`config.mk`:
```
export PLATFORM = sky130hd
export DESIGN_NAME = texel_quad_fetch_flat
export DESIGN_NICKNAME = d
export VERILOG_FILES = /design/src/rtl/texel_pkg.sv /design/src/rtl/texel_quad_fetch_if.sv /design/src/rtl/texel_promote.sv /design/src/rtl/texel_quad_fetch.sv /design/src/flat_wrapper.sv
export SDC_FILE = /design/constraint.sdc
export NUM_CORES = 1
export LEC_CHECK = 0
export CAP_MARGIN = 20
export CORE_MARGIN = 1.5
export CORE_UTILIZATION = 36
export CTS_BUF_LIST = sky130_fd_sc_hd__clkbuf_4 sky130_fd_sc_hd__clkbuf_8 sky130_fd_sc_hd__clkbuf_16
export DETAILED_ROUTE_END_ITERATION = 8
export HOLD_SLACK_MARGIN = 0.12
export PLACE_DENSITY = 0.77
export SLEW_MARGIN = 10
export SYNTH_ARGS = -nofsm -noshare
export SYNTH_HDL_FRONTEND = slang
export SYNTH_SLANG_ARGS = --single-unit
export TNS_END_PERCENT = 5
```
`constraint.sdc`:
```
create_clock -name clk -period 1.4 [get_ports clk]
set_input_delay 0.28 -clock clk [delete_from_list [all_inputs] [get_ports clk]]
set_output_delay 0.28 -clock clk [all_outputs]
set_load 0.1 [all_outputs]
```
`src/rtl/texel_pkg.sv`:
```
// texel_pkg: fetch FSM states, Q4.12 RGBA texel type, RGBA5652 field positions
package texel_pkg;
  typedef enum logic [1:0] {IDLE, ISSUE, DRAIN, PRESENT} fetch_state_t;
  typedef struct packed {
    logic [15:0] r;
    logic [15:0] g;
    logic [15:0] b;
    logic [15:0] a;
  } q412_rgba_t;
  localparam int R_LSB = 13;
  localparam int G_LSB = 7;
  localparam int B_LSB = 2;
  localparam int A_LSB = 0;
  localparam logic [15:0] Q412_ONE = 16'h1000;
endpackage

```
`src/rtl/texel_quad_fetch_if.sv`:
```
// texel_quad_fetch_if: request, cache read port and quad output; master = fetch block, slave = environment
interface texel_quad_fetch_if #(parameter int IDX_W = 10);
  logic               req_valid;
  logic               req_ready;
  logic               req_bilinear;
  logic [4*IDX_W-1:0] req_idx;
  logic               cache_stall;
  logic               cache_rd_en;
  logic [IDX_W-1:0]   cache_rd_idx;
  logic [17:0]        cache_rd_data;
  logic               out_valid;
  logic               out_ready;
  logic [255:0]       out_texels;
  modport master (
    input  req_valid, req_bilinear, req_idx, cache_stall, cache_rd_data, out_ready,
    output req_ready, cache_rd_en, cache_rd_idx, out_valid, out_texels
  );
  modport slave (
    output req_valid, req_bilinear, req_idx, cache_stall, cache_rd_data, out_ready,
    input  req_ready, cache_rd_en, cache_rd_idx, out_valid, out_texels
  );
endinterface

```
`src/rtl/texel_promote.sv`:
```
// texel_promote: combinational RGBA5652 (rgba) to Q4.12 RGBA (q) by bit replication
module texel_promote
  import texel_pkg::*;
(
  input  logic [17:0] rgba,
  output q412_rgba_t  q
);
  logic [4:0] r, b;
  logic [5:0] g;
  logic [1:0] a;
  assign r = rgba[R_LSB +: 5];
  assign g = rgba[G_LSB +: 6];
  assign b = rgba[B_LSB +: 5];
  assign a = rgba[A_LSB +: 2];
  always_comb begin
    q.r = {3'b0, r, r, r[4:2]};
    q.g = {3'b0, g, g, 1'b0};
    q.b = {3'b0, b, b, b[4:2]};
    q.a = a == 2'd3 ? Q412_ONE : a == 2'd2 ? 16'h0AAA : a == 2'd1 ? 16'h0555 : 16'h0000;
  end
endmodule

```
`src/rtl/texel_quad_fetch.sv`:
```
// texel_quad_fetch: issues 4 (bilinear) or 1 (nearest) cache reads per request, promotes and presents a Q4.12 quad; clk, rst_n, bus (texel_quad_fetch_if.master)
module texel_quad_fetch
  import texel_pkg::*;
#(
  parameter int IDX_W = 10
) (
  input logic                clk,
  input logic                rst_n,
  texel_quad_fetch_if.master bus
);
  fetch_state_t       state_q, state_d;
  logic [1:0]         issue_cnt_q, issue_cnt_d, cap_cnt_q, cap_cnt_d, last;
  logic               bilinear_q, bilinear_d, rd_pend_q, rd_pend_d;
  logic [4*IDX_W-1:0] idx_q, idx_d;
  logic [255:0]       texels_q, texels_d;
  q412_rgba_t         px;
  texel_promote u_promote (.rgba(bus.cache_rd_data), .q(px));
  assign last             = bilinear_q ? 2'd3 : 2'd0;
  assign bus.req_ready    = rst_n && state_q == IDLE;
  assign bus.cache_rd_en  = state_q == ISSUE && !bus.cache_stall;
  assign bus.cache_rd_idx = idx_q[32'(issue_cnt_q) * IDX_W +: IDX_W];
  assign bus.out_valid    = state_q == PRESENT;
  assign bus.out_texels   = texels_q;
  always_comb begin
    state_d     = state_q;
    issue_cnt_d = issue_cnt_q;
    cap_cnt_d   = cap_cnt_q;
    bilinear_d  = bilinear_q;
    idx_d       = idx_q;
    texels_d    = texels_q;
    rd_pend_d   = bus.cache_rd_en;
    if (rd_pend_q) begin
      for (int i = 0; i < 4; i++)
        if (!bilinear_q || cap_cnt_q == 2'(i)) texels_d[64*i +: 64] = px;
      cap_cnt_d = cap_cnt_q + {1'b0, cap_cnt_q != 2'd3};
    end
    case (state_q)
      IDLE: if (bus.req_valid && bus.req_ready) begin
        state_d     = ISSUE;
        bilinear_d  = bus.req_bilinear;
        idx_d       = bus.req_idx;
        issue_cnt_d = 2'd0;
        cap_cnt_d   = 2'd0;
      end
      ISSUE: if (!bus.cache_stall) begin
        issue_cnt_d = issue_cnt_q + {1'b0, issue_cnt_q != 2'd3};
        state_d     = issue_cnt_q == last ? DRAIN : ISSUE;
      end
      DRAIN:   state_d = rd_pend_q && cap_cnt_q == last ? PRESENT : DRAIN;
      PRESENT: state_d = bus.out_ready ? IDLE : PRESENT;
      default: state_d = IDLE;
    endcase
  end
  always_ff @(posedge clk or negedge rst_n) begin
    if (!rst_n) begin
      state_q     <= IDLE;
      issue_cnt_q <= 2'd0;
      cap_cnt_q   <= 2'd0;
      bilinear_q  <= 1'b0;
      rd_pend_q   <= 1'b0;
      idx_q       <= '0;
      texels_q    <= '0;
    end else begin
      state_q     <= state_d;
      issue_cnt_q <= issue_cnt_d;
      cap_cnt_q   <= cap_cnt_d;
      bilinear_q  <= bilinear_d;
      rd_pend_q   <= rd_pend_d;
      idx_q       <= idx_d;
      texels_q    <= texels_d;
    end
  end
endmodule

```
`src/flat_wrapper.sv`:
```
// flat-port wrapper written by rule: the top's interface ports become plain ports
module texel_quad_fetch_flat import texel_pkg::*;
#(
  parameter int IDX_W = 10
)
  (clk, rst_n, bus_req_valid, bus_req_bilinear, bus_req_idx, bus_cache_stall, bus_cache_rd_data, bus_out_ready, bus_req_ready, bus_cache_rd_en, bus_cache_rd_idx, bus_out_valid, bus_out_texels);
  texel_quad_fetch_if #(.IDX_W(IDX_W)) bus_i ();
  input logic clk;
  input logic rst_n;
  input wire logic [$bits(bus_i.req_valid)-1:0] bus_req_valid;
  input wire logic [$bits(bus_i.req_bilinear)-1:0] bus_req_bilinear;
  input wire logic [$bits(bus_i.req_idx)-1:0] bus_req_idx;
  input wire logic [$bits(bus_i.cache_stall)-1:0] bus_cache_stall;
  input wire logic [$bits(bus_i.cache_rd_data)-1:0] bus_cache_rd_data;
  input wire logic [$bits(bus_i.out_ready)-1:0] bus_out_ready;
  output wire logic [$bits(bus_i.req_ready)-1:0] bus_req_ready;
  output wire logic [$bits(bus_i.cache_rd_en)-1:0] bus_cache_rd_en;
  output wire logic [$bits(bus_i.cache_rd_idx)-1:0] bus_cache_rd_idx;
  output wire logic [$bits(bus_i.out_valid)-1:0] bus_out_valid;
  output wire logic [$bits(bus_i.out_texels)-1:0] bus_out_texels;
  assign bus_i.req_valid = bus_req_valid;
  assign bus_i.req_bilinear = bus_req_bilinear;
  assign bus_i.req_idx = bus_req_idx;
  assign bus_i.cache_stall = bus_cache_stall;
  assign bus_i.cache_rd_data = bus_cache_rd_data;
  assign bus_i.out_ready = bus_out_ready;
  assign bus_req_ready = bus_i.req_ready;
  assign bus_cache_rd_en = bus_i.cache_rd_en;
  assign bus_cache_rd_idx = bus_i.cache_rd_idx;
  assign bus_out_valid = bus_i.out_valid;
  assign bus_out_texels = bus_i.out_texels;
  texel_quad_fetch #(.IDX_W(IDX_W)) u_core (.clk(clk), .rst_n(rst_n), .bus(bus_i));
endmodule
```
### Yosys cells after proc, flatten, opt, wreduce, memory -nomap -nowiden

Cells that the tools add are included.

* add/sub/neg operators: 2
* multipliers: 1
* div/mod/pow operators: 0
* order comparisons: 0
* equality and inequality tests: 15
* shifts and indexed selects: 1
* multiplexer cells: 16
* bitwise operators: 0
* reduce and logical (&&, ||, !) cells: 20

Operators with widths (count)
* indexed part select 40 x 7 -> 10 bit: 1
* 2-to-1 mux 2 bit: 10
* 2-to-1 mux 13 bit: 1
* == test 2 bit, second input constant: 6
* 2-to-1 mux 12 bit: 1
* AND reduction 2 bit: 6
* 2-to-1 mux 11 bit: 1
* != test 2 bit, second input constant: 4
* one-hot mux 2 bit (4 select lines): 1
* == test 2 x 1 -> 1 bit, second input constant: 3
* multiplier 2 x 3 -> 5 bit, second input constant: 1
* adder 2 x 1 -> 2 bit: 2
* == test 2 bit: 2
* logical AND 1 bit: 4
* logical NOT 2 bit: 2
* logical OR 1 bit: 4
* one-hot mux 2 bit (2 select lines): 1
* AND reduction 3 bit: 1
* logical NOT 1 bit: 2
* nonzero test 2 bit: 1
* 2-to-1 mux 1 bit: 1

* bits in registers: 264
* bits in latches: 0
* memory bits (writable): 0
* memory bits (read-only): 0
* input port bits: 64
* output and inout port bits: 269
* logic and storage cells: 65
* memories: 0

### Depth between registers and ports, before layout

* depth after elaboration: 5
* mapped depth: 6
* gate-level depth less buffers: 4

### By module

From an unflattened synthesis, not the netlist that was laid out.

* cells, all modules: 746
* area, all modules: 12105.4 um^2

Modules (own cells, without submodules)
* texel_quad_fetch: instances 1, cells an instance 681, area each 11621.1 um^2, seq. area each 7607.3 um^2
* texel_promote: instances 1, cells an instance 65, area each 484.2 um^2, seq. area each 0.0 um^2

### Least setup slack after synthesis

OpenSTA, ideal clock, no wires.

* path kind: reg2reg
* from: register u_core.state_q[1]
* to: register u_core.idx_q[10]
* library setup time: 0.125 ns
* arrival time: 2.589 ns
* data required time: 1.275 ns
* slack: -1.314 ns
* stages on the path, launching flop included: 6
* path buffers: 2
* clock period less this slack: 2.714 ns
* cells stage by stage: dfrtp_1 nor3b_2 and2_4 buf_12 buf_12 mux2_4

* word-level cells in the longest chain between the ends: 4

Ends and longest elaborated chain
* start, declared: line texel_quad_fetch.sv:11 `fetch_state_t state_q, state_d;`
* start signal, assigned: line texel_quad_fetch.sv:64 `state_q <= state_d;`
* logical NOT 2 bit: line texel_quad_fetch.sv:19 `assign bus.req_ready = rst_n && state_q == IDLE;`
* logical AND 1 bit: line texel_quad_fetch.sv:19
* via bus_req_ready: line flat_wrapper.sv:16 `output wire logic [$bits(bus_i.req_ready)-1:0] bus_req_ready;`
* logical AND 1 bit: line texel_quad_fetch.sv:38 `IDLE: if (bus.req_valid && bus.req_ready) begin`
* AND reduction 2 bit (no source line)
* end signal, assigned: line texel_quad_fetch.sv:69 `idx_q <= idx_d;`
* end, declared: line texel_quad_fetch.sv:14 `logic [4*IDX_W-1:0] idx_q, idx_d;`

The timed path passes the listed nets, and every way through them passes these cells.
A chain may end at the register's enable or synchronous reset.

### Worst setup path in the final report

* from: register u_core.issue_cnt_q[0]
* to: output port bus_cache_rd_idx[8]

* word-level cells in the longest chain between the ends: 2

Ends and longest elaborated chain
* start, declared: line texel_quad_fetch.sv:12 `logic [1:0] issue_cnt_q, issue_cnt_d, cap_cnt_q, cap_cnt_d, last;`
* start signal, assigned: line texel_quad_fetch.sv:65 `issue_cnt_q <= issue_cnt_d;`
* multiplier 2 x 3 -> 5 bit: line texel_quad_fetch.sv:21 `assign bus.cache_rd_idx = idx_q[32'(issue_cnt_q) * IDX_W +: IDX_W];`
* indexed part select 40 x 7 -> 10 bit: line texel_quad_fetch.sv:21
* end, declared: line flat_wrapper.sv:18 `output wire logic [$bits(bus_i.cache_rd_idx)-1:0] bus_cache_rd_idx;`

No other way between the ends.

==> results.md <==
- Outcome: complete, but fails checks
- Failing checks: setup timing
- Initial antenna violation count: 0
- Slew @ Worst Pin: 0.6444 ns
- R2R depth: 4
- CTS tree: built
- Final worst path period share: 142.4%
- Num ports: 333
- Vias per inst: 4.425
- First-pass GRT wire length: 26140 um
- Fmax achieved: 501.8 MHz
- RePlAce Congestion: 0.7265
- Post-Synthesis Cells: 504
- Num CTS Buffers: 17
- Library cells used by synthesis: 32
- PortBufs: 280
- Worst-path fanout max: 6
- Commonest non-fill, non-tap cell in the layout: buf_12
- Largest net degree at the start of global routing: 74
- Worst min-delay path category: in2reg
- Fin worst setup slack: -0.5929 ns
- Avg WL per Cell: 18.46 um
- Worst Setup Start Kind: flop
- Crit path time final: 1.993 ns
- Clock Tree Buf Depth: 2
- Slew HR: 57.04%
- Worst Hold Margin: 0.4073 ns
- CP Data Required Time: 1.12 ns
- Routed Antenna Nets: 0
- N_diodes: 0
- Non-Filler Instances: 939
- Clock skew: 0.006389 ns
- Register bit total from synthesis: 124
- Post-Syn Area per Cell: 12.83 sq um
- Critical Path Sink Type: primary output
- Biggest area consumer among synthesized cells: dfrtp_1
- Crit path DAT: 1.71 ns
- Iter 0 DRT Violations: 156
- Vias in the first global route: 4383
- Cell Area, Synth: 6466 sq um
- Initial core utilization: 37.13%
- Dpl ws: -0.1807 ns
- Commonest non-fill, non-tap cells in the layout: buf_12 (228), dfrtp_1 (75), clkdlybuf4s50_1 (62)
- DR pass1 iterations: 4
- Die width: 137.0 um
- Synth area leaders: dfrtp_1 (48%), buf_4 (22%), mux2_2 (14%)
- H-tree levels: 4
- Die Y: 137.0 um
- Setup_tns: -14.73 ns
- Finish-stage setup viols: 127
- Num rows: 48
- Clock slew at reported path FFs: 0.06 ns
- Die area: 18770 sq um
- RSZ-0062 raised after global routing: true
- Root buffer cell: clkbuf_16
- Area grow syn2layout: 82.20%
- Endpoints failing hold: 0
- GRT Overall Usage: 18.74%
- Register area share after synthesis: 47.99%
- Clk Latency, worst-skew pair: 0.41 ns
- Clock sinks: 124
- Via count: 4155
- Share of the synthesized area in the top cell type: 47.99%
- Grt ovf: 0
- MaxCap Viol Count: 0
- Post-Route WL: 17330 um
- Worst setup path class: reg2out
- Nets: 765
- Max Slew Vio Count: 0
- Share of cells above drive strength 1: 65.27%
- Placed Instances: 902
- # DRC: 0
- Hold path depth: 3
- DP HPWL: 13210 um
- Core ar.: 17420 sq um
- Syn. warnings: 0
layout make-up:
cell class              instances  area [sq um]
clock buffers                  18         432.9
clock inverters                14         219.0
well taps                     225         281.5
repair buffers                322          5499
fillers                      1121          5635
inverters                       6         22.52
flip-flops and latches        124          3164
multi-input cells             230          2162
synth_stat cells:
library cell and count:
mux2_2 81, buf_2 4, a211oi_1 2, nand2b_1 3
o31ai_1 2, nand3_1 1, nor2_1 6, nor3b_2 1
nor3_1 1, o22ai_1 1, a22oi_1 1, inv_1 6
clkbuf_1 1, and2_1 1, and3_1 1, o21ai_0 13
nand2_1 17, and2b_1 1, a31oi_1 1, nand2_2 1
dfrtp_1 124, conb_1 1, nor2b_1 2, mux2i_1 3
mux4_2 10, mux2_4 23, and2_4 1, or3_1 1
buf_12 4, o21ai_2 2, a21oi_1 2, buf_4 186
state kept, by name, summed over array words and instances, names as in the netlist:
register,cells
u_core.issue_cnt_q,2
u_core.state_q,2
u_core.cap_cnt_q,2
u_core.bus.out_texels,76
u_core.rd_pend_q,1
u_core.bilinear_q,1
u_core.idx_q,40
timing repair:
item / CTS / global route
endpoints found under the setup margin: 228 / 199
hold buffers: 1 / 0
pin swaps: 4 / 1
buffers inserted: 4 / 0
hold endpoints to repair: 124 / 0
resized for setup: 65 / 40
worst max-delay path: stages, from the launching register on:
cell and delay (ns):
dfrtp_1 0.39, buf_4 0.18, mux4_2 0.54, buf_12 0.19
cells by family after synthesis:
family | after synthesis | synth area share (%)
buf+inv | 201 | 23.55
flops | 124 | 47.99
simple gates | 37 | 2.806
compound gates | 24 | 2.206
other cells | 1 | 0.05799
mux | 117 | 23.39
through the flow:
step	utilization (%)	cell area (sq um)
final	67.64	11780
after global routing	67.64	11780
after CTS	67.12	11690
after detailed placement	62.23	10840
after global placement	62.23	10840
after floorplan	-	6666
routing by layer:
layer / vias up / track usage (%) / part of all wire [%]
met5: - / 0 / 0
met4: 0 / 5.789 / 1.4
met3: 21 / 6.259 / 7.8
met2: 191 / 34.00 / 56
met1: 2084 / 20.60 / 35
li1: 1859 / - / -
worst paths after layout:
path	start	end	slack, ns
min in group asynchronous	rst_n	u_core.idx_q[8]$_DFFE_PN0P_	0.47
setup / recovery	u_core.issue_cnt_q[0]$_DFFE_PN0P_	bus_cache_rd_idx[8]	-0.59
setup reg to reg	u_core.state_q[0]$_DFFE_PN0P_	u_core.idx_q[21]$_DFFE_PN0P_	-0.19
hold / removal	bus_req_bilinear	u_core.bilinear_q$_DFFE_PN0P_	0.41
max in group asynchronous	rst_n	u_core.bus.out_texels[154]$_DFFE_PN0P_	0.30
hold reg to reg	u_core.idx_q[26]$_DFFE_PN0P_	u_core.idx_q[26]$_DFFE_PN0P_	0.51
Power is not shown: default switching activity piles up to over one toggle a cycle in this logic, so the estimate is an artifact.
